$ cat src/rtl/instruction_fetcher.sv
// Fetch engine: latches the PC on request, reads program memory over valid/ready and holds the word until acked.
// Optional one-entry last-fetch buffer enabled by defining FETCHER_LAST_HIT_EN.
module instruction_fetcher #(
  parameter int PROGRAM_MEM_ADDR_BITS = 8,
  parameter int PROGRAM_MEM_DATA_BITS = 16
) (
  input  logic                             clk,
  input  logic                             reset_n,
  input  logic                             fetch_req,
  input  logic [PROGRAM_MEM_ADDR_BITS-1:0] pc,
  input  logic                             fetch_ack,
  input  logic                             flush,
  output logic                             mem_read_valid,
  output logic [PROGRAM_MEM_ADDR_BITS-1:0] mem_read_address,
  input  logic                             mem_read_ready,
  input  logic [PROGRAM_MEM_DATA_BITS-1:0] mem_read_data,
  output logic [PROGRAM_MEM_DATA_BITS-1:0] instruction,
  output logic                             instr_valid,
  output logic [1:0]                       fetcher_state
);

  localparam logic [1:0] IDLE     = 2'd0;
  localparam logic [1:0] FETCHING = 2'd1;
  localparam logic [1:0] FETCHED  = 2'd2;

  logic [1:0]                       state_r;
  logic [1:0]                       state_s;
  logic [PROGRAM_MEM_ADDR_BITS-1:0] addr_r;
  logic [PROGRAM_MEM_DATA_BITS-1:0] instr_r;
  logic                             hit_s;
  logic [PROGRAM_MEM_DATA_BITS-1:0] hit_data_s;

`ifdef FETCHER_LAST_HIT_EN
  logic                             buf_valid_r;
  logic [PROGRAM_MEM_ADDR_BITS-1:0] buf_addr_r;
  logic [PROGRAM_MEM_DATA_BITS-1:0] buf_data_r;

  // Last-fetch buffer: refreshed on every memory capture; flush wins over a same-edge capture.
  always_ff @(posedge clk or negedge reset_n) begin
    if (!reset_n) begin
      buf_valid_r <= 1'b0;
      buf_addr_r  <= '0;
      buf_data_r  <= '0;
    end else if (flush) begin
      buf_valid_r <= 1'b0;
    end else if (state_r == FETCHING && mem_read_ready) begin
      buf_valid_r <= 1'b1;
      buf_addr_r  <= addr_r;
      buf_data_r  <= mem_read_data;
    end
  end

  // A flush in the request cycle forces a miss.
  always_comb begin
    hit_s      = buf_valid_r && !flush && (buf_addr_r == pc);
    hit_data_s = buf_data_r;
  end
`else
  logic unused_flush_s;
  assign unused_flush_s = flush;

  // Without the buffer every fetch is a miss.
  always_comb begin
    hit_s      = 1'b0;
    hit_data_s = '0;
  end
`endif

  // State register.
  always_ff @(posedge clk or negedge reset_n) begin
    if (!reset_n) state_r <= IDLE;
    else          state_r <= state_s;
  end

  // Next-state logic; the unused encoding recovers to IDLE.
  always_comb begin
    state_s = IDLE;
    case (state_r)
      IDLE: begin
        if (fetch_req) state_s = hit_s ? FETCHED : FETCHING;
        else           state_s = IDLE;
      end
      FETCHING: begin
        if (mem_read_ready) state_s = FETCHED;
        else                state_s = FETCHING;
      end
      FETCHED: begin
        if (fetch_ack) state_s = IDLE;
        else           state_s = FETCHED;
      end
      default: state_s = IDLE;
    endcase
  end

  // Address latch and instruction capture.
  always_ff @(posedge clk or negedge reset_n) begin
    if (!reset_n) begin
      addr_r  <= '0;
      instr_r <= '0;
    end else begin
      case (state_r)
        IDLE: begin
          if (fetch_req) begin
            addr_r <= pc;
            if (hit_s) instr_r <= hit_data_s;
          end
        end
        FETCHING: begin
          if (mem_read_ready) instr_r <= mem_read_data;
        end
        default: ;
      endcase
    end
  end

  // Output decodes of the state register only.
  always_comb begin
    mem_read_valid = 1'b0;
    instr_valid    = 1'b0;
    case (state_r)
      FETCHING: mem_read_valid = 1'b1;
      FETCHED:  instr_valid    = 1'b1;
      default:  ;
    endcase
  end

  assign mem_read_address = addr_r;
  assign instruction      = instr_r;
  assign fetcher_state    = state_r;

endmodule

$ cat config.mk
export PLATFORM = sky130hd
export DESIGN_NAME = instruction_fetcher
export DESIGN_NICKNAME = d
export VERILOG_FILES = /design/src/rtl/instruction_fetcher.sv
export SDC_FILE = /design/constraint.sdc
export NUM_CORES = 1
export LEC_CHECK = 0
export BUFFER_PORTS_ARGS = -buffer_cell sky130_fd_sc_hd__buf_2
export CAP_MARGIN = 25
export CORE_MARGIN = 2
export CORE_UTILIZATION = 46
export CTS_CLUSTER_SIZE = 28
export DETAILED_ROUTE_END_ITERATION = 8
export PLACE_DENSITY_LB_ADDON = 0.15
export SYNTH_ARGS = -nofsm -noshare
export SYNTH_HDL_FRONTEND = slang
export SYNTH_SLANG_ARGS = --single-unit
$ cat constraint.sdc
create_clock -name clk -period 2.05 [get_ports clk]
set_clock_uncertainty 0.05 [all_clocks]
set_input_delay 0.1025 -clock clk [delete_from_list [all_inputs] [get_ports clk]]
set_output_delay 0.1025 -clock clk [all_outputs]
set_load 0.01 [all_outputs]
======== After elaboration in Yosys (flattened, before gate mapping) ========
Index checks and enable logic that the tools add are counted.
Widths: inputs -> output; s select.
cells by class
  equality and inequality tests ........... 2
  reduce and logical (&&, ||, !) cells .... 3
  mux-type cells .......................... 6
operator list
  operator            number
  $pmux 2 s3          1
  $mux 2              2
  $reduce_and 2->1    2
  $mux 1              3
  $eq 2x1->1 const B  1
  $eq 2x2->1 const B  1
  $logic_not 2->1     1
storage, ports and cells
  bits of input ports ..................... 30
  register bits after elaboration ......... 26
  word-level logic and storage cells ...... 14
  output and inout port bits .............. 28

======== Logic depth before layout (Yosys ltp) ========
  word-level depth ........................ 2
  mapped depth ............................ 3
  depth with buffers taken out ............ 2

======== Worst setup path before layout ========
OpenSTA, ideal clock, no wires.
  kind .................................... reg-to-reg
  start ................................... reg state_r[0], in the netlist fetcher_state[0]
  end ..................................... reg addr_r[0], in the netlist mem_read_address[0]
  stages on the path, launching flop included .. 3
  slack ................................... 0.681 ns
  data required time ...................... 1.875 ns
  buffers on the path ..................... 0
  library setup time ...................... 0.125 ns
  data arrival time ....................... 1.194 ns
  period minus slack after synthesis ...... 1.369 ns
  cells stage by stage .................... dfrtp_1 > nor3b_4 > mux2_2
between the ends
  cells in the longest elaborated chain, start to end .. 2
RTL lines
  what                               line  RTL
  start, declared                    26    logic [1:0] state_r;
  start signal, assigned             72    else state_r <= state_s;
  $logic_not 2->1                    101   case (state_r)
  $reduce_and 2->1 (no source line)  -
  end signal, assigned               104   addr_r <= pc;
  end, declared                      28    logic [PROGRAM_MEM_ADDR_BITS-1:0] addr_r;
Every way passes these cells.
A chain may end at the register's enable or synchronous reset.

======== Worst setup path after layout ========
  start ................................... reg state_r[0], in the netlist fetcher_state[0]
  end ..................................... reg addr_r[4], in the netlist mem_read_address[4]
Same word-level chain as after synthesis.

==> impl_metrics.csv <==
group,metric,value,unit
power,power_density,1280,mW/mm^2
yosys,syn_nets,90,
place,placed_area,0.00135,sq mm
global_routing,grt_pass1_vias,772,
final_layout,area_growth,57.1,%
run,drv_cap,0,
yosys,syn-instance-count,60,
critical_path,crit_arrival,1.58,ns
critical_path,cp-start-kind,"flop",
timing,whs,0.0540,ns
place,gp_congestion,0.719,
power,vdd_ir_drop_max,0.814,mV
power,netSwitchingFraction,32.7,%
yosys,syn_area_per_cell,17.4,sq um
power,pwr-share-seq,44.2,%
final_layout,post-route-util,75.7,%
detailed_routing,viasPerCell,4.51,
global_routing,antenna_found_initial,0,
yosys,ys_ff_latch,26,
floorplan,initial_core_util,48.2,%
clocking,root_buffer,"clkbuf_4",
global_routing,grt_usage,16.7,%
timing,maxSlewHeadroom,63.2,%
place,post-place-ws,0.614,ns
critical_path,cp_top_family,"flip-flops",
clocking,clock_latency,0.30,ns
power,pwr-share-comb,46.4,%
critical_path,required,2.20,ns
yosys,yosysWarningCount,0,
timing,period_needed,1.43,ns
clocking,clock-sinks,26,
timing,timing.final.crit_share,69.7,%
power,p_sw,687,uW
floorplan,die-area,0.00267,sq mm
final_layout,nets,177,
power,power_leakage,0.847,nW
clocking,cts_buffers,3,
critical_path,slowest_delay,0.49,ns
final_layout,finish.instance_area,0.00164,sq mm
detailed_routing,vias,780,
detailed_routing,avgRoutedWirePerCell,12.5,um
clocking,clk_pin_slew_worst_paths,0.12,ns
timing,worstMarginPinSlew,0.552,ns
critical_path,critPathCaptureType,"flop",
critical_path,critPathBufInv,0,
yosys,ys_types,12,
floorplan,die_x,51.7,um
timing,rsz0062_at_grt,"false",
timing,hold_violations,0,
power,clockPowerShare,9.4,%
final_layout,n_fill_cell,143,
clocking,cts_resized,0,
detailed_routing,drc,0,
timing,drv_slew,0,
critical_path,crit_slowest_cell,"dfrtp_1",
power,p_int,1.42,mW
floorplan,ioPinCount,58,
yosys,synth_seq_area_share,62.3,%
clocking,postCtsSetupBuffers,0,
clocking,tritoncts,"built",
timing,worst_slack,0.621,ns
timing,fmax,700,MHz
global_routing,grt-ovfl-total,0,
worst_hold_path,hp-class,"in -> reg",
floorplan,core,0.00217,sq mm
floorplan,row_count,17,
detailed_routing,drtPass1Iterations,1,
critical_path,cp_cell_sequence,"nor3b_4 -> mux2_2",
clocking,cts_max_level,1,
critical_path,critical_path_class,"reg -> reg",
final_layout,antenna_cells,0,
detailed_routing,drtIter0Drc,0,
final_layout,drive_gt1_share,58.6,%
power,p_total,2.10,mW
floorplan,die_h,51.7,um
yosys,syn-cell-area,0.00104,sq mm
final_layout,stdcell_count,173,
detailed_routing,routed_wl,2.16,mm
run_status,status,"finished clean",
place,dp.cells,143,
critical_path,critPathMaxFanout,8,
detailed_routing,postRouteAntennaNets,0,
place,numPortBuffers,56,
clocking,cts_buffer_depth,2,
timing,fin_setup_tns,0,ns
timing,finalSetupViolCount,0,
global_routing,grt_max_degree,27,
global_routing,grt_pass1_wl,3.22,mm
==> Yosys cell counts <==
cell type / count / area share (%)
inv_1: 1 / 0.36
mux2_2: 15 / 16
buf_6: 1 / 1.1
o21ai_0: 1 / 0.48
nor3b_4: 1 / 1.8
nor2b_1: 1 / 0.60
a21oi_1: 1 / 0.48
mux2_4: 9 / 13
nand3b_4: 1 / 1.9
dfrtp_1: 26 / 62
or2b_1: 1 / 0.72
nand2b_1: 2 / 1.2
==> cell families (layout without fill, tap and decap cells) <==
logic type      Yosys count  after routing  synth area share (%)
mux                      24             24                  29.1
simple gates              6              6                  6.23
buf+inv                   2             87                  1.44
compound gates            2              2                 0.957
flops                    26             26                  62.3
==> power groups by stage <==
| stage | clock network (mW) | registers [mW] | logic (mW) |
|---|---|---|---|
| 6_report | 0.199 | 0.929 | 0.976 |
| 5_1_grt | 0.228 | 0.963 | 1.05 |
| 4_1_cts | 0.211 | 0.928 | 0.987 |
| 3_5_place_dp | 0 | 0.937 | 0.947 |
| 3_3_place_gp | 0 | 0.922 | 0.933 |
| 2_1_floorplan | 0 | 1.06 | 0.461 |
==> worst min-delay path: stages <==
cell	delay (ns)
buf_2	0.11
or2b_1	0.10
a21oi_1	0.06
==> flip-flops by register name, indices dropped and copies added, names as in the netlist <==
name,flops
fetcher_state,2
instruction,16
mem_read_address,8
==> layer usage <==
layer  part of all wire (%)  track usage, %  routed length (um)
met5                      0               0                   0
met4                    1.5            7.89                  33
met3                    5.1            2.87                 109
met2                     55            31.6                1190
met1                     38            17.8                 824
==> cell type report <==
class                   count  area, sq um  share of cell area (%)
clock buffers               3         22.5                    1.37
inverters                   1         3.75                   0.229
multi-input cells          32          379                    23.1
flip-flops and latches     26          651                    39.6
well taps                  28         35.0                    2.13
repair buffers             83          551                    33.5
==> placed cells by master (no fill, tap or decap), drive strengths merged <==
cell type | Yosys | layout
o21ai | 1 | 1
or2b | 1 | 1
nand3b | 1 | 1
nor2b | 1 | 1
dfrtp | 26 | 26
a21oi | 1 | 1
mux2 | 24 | 24
dlygate4sd3 | 0 | 27
nand2b | 2 | 2
nor3b | 1 | 1
inv | 1 | 1
clkbuf | 0 | 3
buf | 1 | 56
==> final timing paths <==
kind / start / to / slack [ns] / cells after the start
min in group asynchronous: reset_n / instruction[1]$_DFFE_PN0P_ / 0.26 / 2
max in group asynchronous: reset_n / instruction[2]$_DFFE_PN0P_ / 1.33 / 2
setup / recovery: fetcher_state[0]$_DFF_PN0_ / mem_read_address[4]$_DFFE_PN0P_ / 0.62 / 2
setup reg to reg: fetcher_state[0]$_DFF_PN0_ / mem_read_address[4]$_DFFE_PN0P_ / 0.62 / 2
hold reg to reg: instruction[5]$_DFFE_PN0P_ / instruction[5]$_DFFE_PN0P_ / 0.46 / 1
hold / removal: mem_read_ready / fetcher_state[0]$_DFF_PN0_ / 0.05 / 3
==> timing repair <==
action,4_1_cts,5_1_grt
endpoints found under the setup margin,0,0
hold buffers,27,0
hold endpoints to repair,52,0
(Power assumes the default switching activity.)
